[config.mk]
export PLATFORM = sky130hd
export DESIGN_NAME = clk_div_prog
export DESIGN_NICKNAME = d
export VERILOG_FILES = /design/src/rtl/clk_div_pkg.sv /design/src/rtl/clk_div_chan.sv /design/src/rtl/clk_div_prog.sv
export SDC_FILE = /design/constraint.sdc
export NUM_CORES = 1
export LEC_CHECK = 0
export ABC_AREA = 1
export BUFFER_PORTS_ARGS = -buffer_cell sky130_fd_sc_hd__buf_2
export CAP_MARGIN = 20
export CORE_MARGIN = 2
export CORE_UTILIZATION = 25
export DETAILED_ROUTE_END_ITERATION = 12
export GPL_TIMING_DRIVEN = 0
export PLACE_DENSITY_LB_ADDON = 0.1
export SYNTH_ARGS = -nofsm -noshare
export SYNTH_HDL_FRONTEND = slang
export SYNTH_SLANG_ARGS = --single-unit
[constraint.sdc]
create_clock -name clkI -period 6.7 [get_ports clkI]
set_input_delay 1.005 -clock clkI [delete_from_list [all_inputs] [get_ports clkI]]
set_output_delay 1.005 -clock clkI [all_outputs]
set_load 0.01 [all_outputs]
[src/rtl/clk_div_pkg.sv]
// Shared defaults and configuration clamping for the programmable clock divider.
package clk_div_pkg;

  localparam int PKG_CW      = 16;
  localparam int PKG_DEF_DIV = 50;
  localparam int PKG_DEF_HI  = 25;

  // A period shorter than two cycles cannot hold both a high and a low phase.
  function automatic logic [31:0] clamp_div(input logic [31:0] div);
    return (div < 32'd2) ? 32'd2 : div;
  endfunction

  function automatic logic [31:0] clamp_ph(input logic [31:0] ph, input logic [31:0] div);
    return (ph >= div) ? (div - 32'd1) : ph;
  endfunction

endpackage

[src/rtl/clk_div_chan.sv]
// One divider channel: shadow and active config, period counter and
// registered clock/tick/pending outputs.
module clk_div_chan
  import clk_div_pkg::*;
#(
  parameter int CW      = PKG_CW,
  parameter int DEF_DIV = PKG_DEF_DIV,
  parameter int DEF_HI  = PKG_DEF_HI
) (
  input  logic          clkI,
  input  logic          nRst,
  input  logic          i_en,
  input  logic          i_sync,
  input  logic          i_wr,
  input  logic [CW-1:0] i_div,
  input  logic [CW-1:0] i_hi,
  input  logic [CW-1:0] i_ph,
  output logic          o_clk,
  output logic          o_tick,
  output logic          o_pend
);

  logic          r_en_d;
  logic [CW-1:0] r_div_a, r_hi_a, r_ph_a;
  logic [CW-1:0] r_div_s, r_hi_s, r_ph_s;
  logic [CW-1:0] r_cnt;
  logic          r_clk, r_tick, r_pend;

  logic          w_at_end, w_apply, w_restart, w_pend_n;
  logic [CW-1:0] w_src_div, w_src_hi, w_src_ph;
  logic [CW-1:0] w_div_n, w_hi_n, w_ph_n, w_cnt_n;

  always_comb begin
    // NOTE: every signal gets a default before any branch, so no path can
    // leave a value unassigned and infer a latch.
    w_at_end  = (r_cnt == (r_div_a - CW'(1)));
    w_apply   = !i_en || i_sync || w_at_end;
    w_restart = i_en && (i_sync || !r_en_d);

    // A write landing on an apply edge goes straight to the active set.
    w_src_div = i_wr ? i_div : r_div_s;
    w_src_hi  = i_wr ? i_hi  : r_hi_s;
    w_src_ph  = i_wr ? i_ph  : r_ph_s;

    w_div_n  = r_div_a;
    w_hi_n   = r_hi_a;
    w_ph_n   = r_ph_a;
    w_pend_n = r_pend;
    if (w_apply) begin
      w_div_n  = CW'(clamp_div(32'(w_src_div)));
      w_ph_n   = CW'(clamp_ph(32'(w_src_ph), 32'(w_div_n)));
      w_hi_n   = w_src_hi;
      w_pend_n = 1'b0;
    end else if (i_wr) begin
      w_pend_n = 1'b1;
    end

    if (!i_en) begin
      w_cnt_n = '0;
    end else if (w_restart) begin
      w_cnt_n = w_ph_n;
    end else if (w_at_end) begin
      w_cnt_n = '0;
    end else begin
      w_cnt_n = r_cnt + CW'(1);
    end
  end

  always_ff @(posedge clkI or negedge nRst) begin
    if (!nRst) begin
      r_en_d  <= 1'b0;
      r_div_a <= CW'(DEF_DIV);
      r_hi_a  <= CW'(DEF_HI);
      r_ph_a  <= '0;
      r_div_s <= CW'(DEF_DIV);
      r_hi_s  <= CW'(DEF_HI);
      r_ph_s  <= '0;
      r_cnt   <= '0;
      r_clk   <= 1'b0;
      r_tick  <= 1'b0;
      r_pend  <= 1'b0;
    end else begin
      // NOTE: non-blocking assignments so every flop samples pre-edge values.
      r_en_d  <= i_en;
      r_div_a <= w_div_n;
      r_hi_a  <= w_hi_n;
      r_ph_a  <= w_ph_n;
      r_cnt   <= w_cnt_n;
      r_pend  <= w_pend_n;
      // Outputs come from next-state values so they line up with r_cnt.
      r_clk   <= i_en && (w_cnt_n < w_hi_n);
      r_tick  <= i_en && (w_cnt_n == '0);
      if (i_wr) begin
        r_div_s <= i_div;
        r_hi_s  <= i_hi;
        r_ph_s  <= i_ph;
      end
    end
  end

  assign o_clk  = r_clk;
  assign o_tick = r_tick;
  assign o_pend = r_pend;

endmodule

[src/rtl/clk_div_prog.sv]
// Multi-channel programmable clock/strobe generator: decodes config writes
// to per-channel strobes and broadcasts sync to every channel.
module clk_div_prog
  import clk_div_pkg::*;
#(
  parameter  int NCH     = 3,
  parameter  int CW      = PKG_CW,
  parameter  int DEF_DIV = PKG_DEF_DIV,
  parameter  int DEF_HI  = PKG_DEF_HI,
  localparam int CHW     = (NCH > 1) ? $clog2(NCH) : 1
) (
  input  logic           clkI,
  input  logic           nRst,
  input  logic [NCH-1:0] enI,
  input  logic           syncI,
  input  logic           cfgWrI,
  input  logic [CHW-1:0] cfgChI,
  input  logic [CW-1:0]  cfgDivI,
  input  logic [CW-1:0]  cfgHiI,
  input  logic [CW-1:0]  cfgPhI,
  output logic [NCH-1:0] clkO,
  output logic [NCH-1:0] tickO,
  output logic [NCH-1:0] pendO
);

  for (genvar c = 0; c < NCH; c++) begin : g_ch
    // Channel indices beyond NCH match no strobe, so such writes are dropped.
    logic w_wr;
    assign w_wr = cfgWrI && (32'(cfgChI) == c);

    clk_div_chan #(
      .CW      (CW),
      .DEF_DIV (DEF_DIV),
      .DEF_HI  (DEF_HI)
    ) u_chan (
      .clkI   (clkI),
      .nRst   (nRst),
      .i_en   (enI[c]),
      .i_sync (syncI),
      .i_wr   (w_wr),
      .i_div  (cfgDivI),
      .i_hi   (cfgHiI),
      .i_ph   (cfgPhI),
      .o_clk  (clkO[c]),
      .o_tick (tickO[c]),
      .o_pend (pendO[c])
    );
  end

endmodule

==> flow_summary.toml <==
[floorplan]
die-area_um2 = 85300
rows = 105
start_util_pct = 25.3
ios = 66
coreArea_um2 = 82100
die_y_um = 292
die_x_um = 292

[setup_path]
critPathMaxFanout = 10
startpoint = "cfgWrI"
reg2reg_to = "g_ch[2].u_chan.o_clk"
crit_type = "input port to flop"
ff2ff_setup_slack_ps = 1620
crit_slowest_cell = "o21ai_1"
crit_top_cell = "nand2_1"
critPathMaxStageDelay_ps = 560
cp.arrival_ps = 6190
cp.required_ps = 7200
crit_end = "g_ch[2].u_chan.o_clk"
r2r_start = "g_ch[2].u_chan.r_div_s[4]"
setup.worst_path.end_class = "flop"
r2r_cells = 27
cp-start-kind = "input port"

[synth]
synthCells = 2714
yosys_warnings = 0
ys.flop_type = "dfrtp_1"
syn-num-nets = 2873
ys_seq_elements = 348
synth.avg_cell_area_um2 = 7.65
syn-cell-area_um2 = 20800
yosysUniqueCellTypes = 54
synth_edf_count = 0
ys_seq_area_share_pct = 42.2
ys_async_sr_fraction_pct = 100

[layout]
drive_above_1_share_pct = 12.7
syn_to_final_growth_pct = 16.1
nFillCells = 8871
finalNetCount = 2989
utilization_pct = 29.3
final_cell_area_um2 = 24100

[routing]
wl_per_cell_um = 19.0
drt-total-wl_um = 74900
viasPerCell = 4.55
dr.first_iter.drc_count = 1016
ant_nets = 0
dr_total_vias = 17900
dr.pass1.iters = 8
route.detailed.drc = 0

[global_route]
track_usage_pct = 17.7
grt_max_degree = 111
grt_overflow = 0
grt_pass1_wl_um = 114000
first_global_vias = 18100
antenna_found_initial = 4

[clock_tree]
holdBufCountCts = 0
cts_setup_buffers = 0
cts.clk_slew.worst_paths_ps = 70
ctsResizeCount = 0
clk_latency_ps = 600
cts.path.max_buffers = 3
cts_buffers = 46
cts_root_buf = "clkbuf_16"
htree_levels = 2
cts_tree = "yes"
clkSinkCount = 348

[power]
switching_share_pct = 36.7
cell_internal_pwr_w = 0.00490
p_comb_share_pct = 30.8
ir_drop_v = 0.000167
power_leakage_nw = 12.0
p_switching_w = 0.00284
p_clk_share_pct = 33.4
p_seq_share_pct = 35.8
p_per_area_nw_per_um2 = 321
total_power_w = 0.00773

[sta]
fmax_ghz = 0.175
period_minus_slack_ps = 5700
hold_violations = 0
tns_ps = 0
finalMaxSlewViolations = 0
holdWs_ps = 328
final-setup-viol-count = 0
worst_pin_slew_ps = 848
slew_headroom_pct = 43.5
finClkSkew_ps = 28.8
rsz0062_at_grt = "no"
fin_crit_sh_pct = 85.1

[placement]
place_area_um2 = 22500
gp_congestion = 0.862
hpwl_um = 59600
io_buffer_count = 65

[outcome]
status = "completed"

[job]
cap_violations = 0

[min_path]
hp-class = "input port to async pin"
metal layers:
layer / global-route usage [%] / wire, µm / part of all wire [%] / vias up
li1: - / - / - / 8931
met1: 23.4 / 34600 / 46 / 8603
met2: 30.6 / 36200 / 48 / 308
met3: 1.84 / 2010 / 2.7 / 107
met4: 5.09 / 2050 / 2.7 / 0
met5: 0 / 0 / 0 / -
registers in the layout, summed over array words and instances (netlist names):
| signal | cells |
|---|---|
| g_ch.u_chan.o_tick | 3 |
| g_ch.u_chan.r_hi_s | 48 |
| g_ch.u_chan.r_en_d | 3 |
| g_ch.u_chan.r_cnt | 48 |
| g_ch.u_chan.r_div_a | 48 |
| g_ch.u_chan.r_div_s | 48 |
| g_ch.u_chan.o_clk | 3 |
| g_ch.u_chan.o_pend | 3 |
| g_ch.u_chan.r_hi_a | 48 |
| g_ch.u_chan.r_ph_a | 48 |
| g_ch.u_chan.r_ph_s | 48 |
worst min-delay path by stage:
stage | start | end | slack [ps] | cells past startpoint
after floorplan | g_ch[0].u_chan.r_ph_a[1] | g_ch[0].u_chan.r_ph_a[1] | 440 | 2
after global placement | g_ch[0].u_chan.r_ph_a[3] | g_ch[0].u_chan.r_ph_a[3] | 470 | 2
after detailed placement | g_ch[0].u_chan.r_ph_a[5] | g_ch[0].u_chan.r_ph_a[5] | 470 | 2
after CTS | nRst | g_ch[2].u_chan.r_div_a[11] | 330 | 1
after global routing | nRst | g_ch[2].u_chan.r_div_a[11] | 360 | 1
final | nRst | g_ch[2].u_chan.r_div_a[11] | 330 | 1
logic make-up (layout without fill, tap and decap cells):
| group | after synthesis | after routing | share of synthesized area (%) |
|---|---|---|---|
| other | 0 | 4 | 0 |
| muxes | 14 | 14 | 0.705 |
| xor gates and xnor gates | 76 | 76 | 3.24 |
| AOI/OAI and AO/OA | 401 | 401 | 10.7 |
| adders and majority gates | 102 | 102 | 6.15 |
| and+or+nand+nor | 1325 | 1325 | 28.3 |
| DFF | 348 | 348 | 42.2 |
| buffers and inverters | 448 | 602 | 8.77 |
metrics by stage:
stage / cells / setup slack, ps
finish: 3942 / 1000
CTS: 3938 / 914
global placement: 3849 / -2780
floorplan: 2714 / 1950
detailed placement: 3852 / 305
global route: 3938 / 435
final cells by class:
cell class                      instances  area [µm²]  area share, %
Timing Repair Buffer                   68         418           1.73
Clock inverter                         18         267           1.11
Tap cell                             1070        1340           5.56
Clock buffer                           68        1300           5.41
Multi-Input combinational cell       1918       10200           42.3
Inverter                              362        1360           5.64
Antenna cell                            4        10.0         0.0415
Sequential cell                       348        8750           36.3
Buffer                                 86         462           1.92
worst max-delay path: cells and delay by family:
kind / cells / cell delay [ps]
AOI/OAI and AO/OA: 10 / 2080
and+or+nand+nor: 11 / 1440
buffers and inverters: 5 / 1060
adders and majority gates: 2 / 610
cell usage in the layout (no fill, tap or decap), types with 7 or more instances in the layout:
| cell | instances |
|---|---|
| buf_2 | 87 |
| o211ai_1 | 10 |
| dfstp_2 | 36 |
| o21ai_1 | 33 |
| xor2_1 | 42 |
| nor2_4 | 8 |
| clkbuf_16 | 46 |
| clkbuf_1 | 51 |
| o21ai_0 | 230 |
| buf_4 | 14 |
| o21a_1 | 7 |
| nand3b_1 | 35 |
| or2_2 | 58 |
| nand3_1 | 195 |
| inv_2 | 13 |
| ha_1 | 102 |
| dfrtp_1 | 312 |
| nand2_2 | 9 |
| inv_1 | 346 |
| and2_1 | 11 |
| nand2_1 | 716 |
| nor2_1 | 216 |
| nand4_1 | 29 |
| a21oi_1 | 74 |
| nor3_1 | 15 |
| nor2_2 | 12 |
| xnor2_1 | 33 |
| clkbuf_8 | 7 |
| clkinv_2 | 7 |
| o21ai_2 | 17 |
| a211oi_1 | 7 |
| mux2i_1 | 9 |
power by group through the flow:
stage	registers, W	clock network, W	logic [W]
2_1_floorplan	0.00272	0	0.00164
3_3_place_gp	0.00280	0	0.00237
3_5_place_dp	0.00280	0	0.00240
4_1_cts	0.00277	0.00266	0.00242
5_1_grt	0.00282	0.00275	0.00273
6_report	0.00277	0.00258	0.00238
cells in the mapped netlist, types with 5 or more instances:
library cell	number	share of area, %
nand2_1	716	13
inv_1	346	6.3
dfrtp_1	312	38
o21ai_0	230	5.5
nor2_1	216	3.9
nand3_1	195	4.7
ha_1	102	6.1
a21oi_1	74	1.8
or2_2	58	1.7
xor2_1	42	1.8
clkbuf_1	36	0.65
dfstp_2	36	4.6
nand3b_1	35	1.3
o21ai_1	33	0.80
xnor2_1	33	1.4
nand4_1	29	0.87
buf_2	23	0.55
o21ai_2	17	0.72
nor3_1	15	0.36
buf_4	14	0.51
inv_2	13	0.24
nor2_2	12	0.36
and2_1	11	0.33
o211ai_1	10	0.36
mux2i_1	9	0.43
nand2_2	9	0.27
nor2_4	8	0.43
a211oi_1	7	0.25
o21a_1	7	0.25
a31oi_1	6	0.18
buf_6	6	0.33
buf_1	5	0.090
mux2_2	5	0.27
No activity file was read; power rests on OpenSTA's default activity.
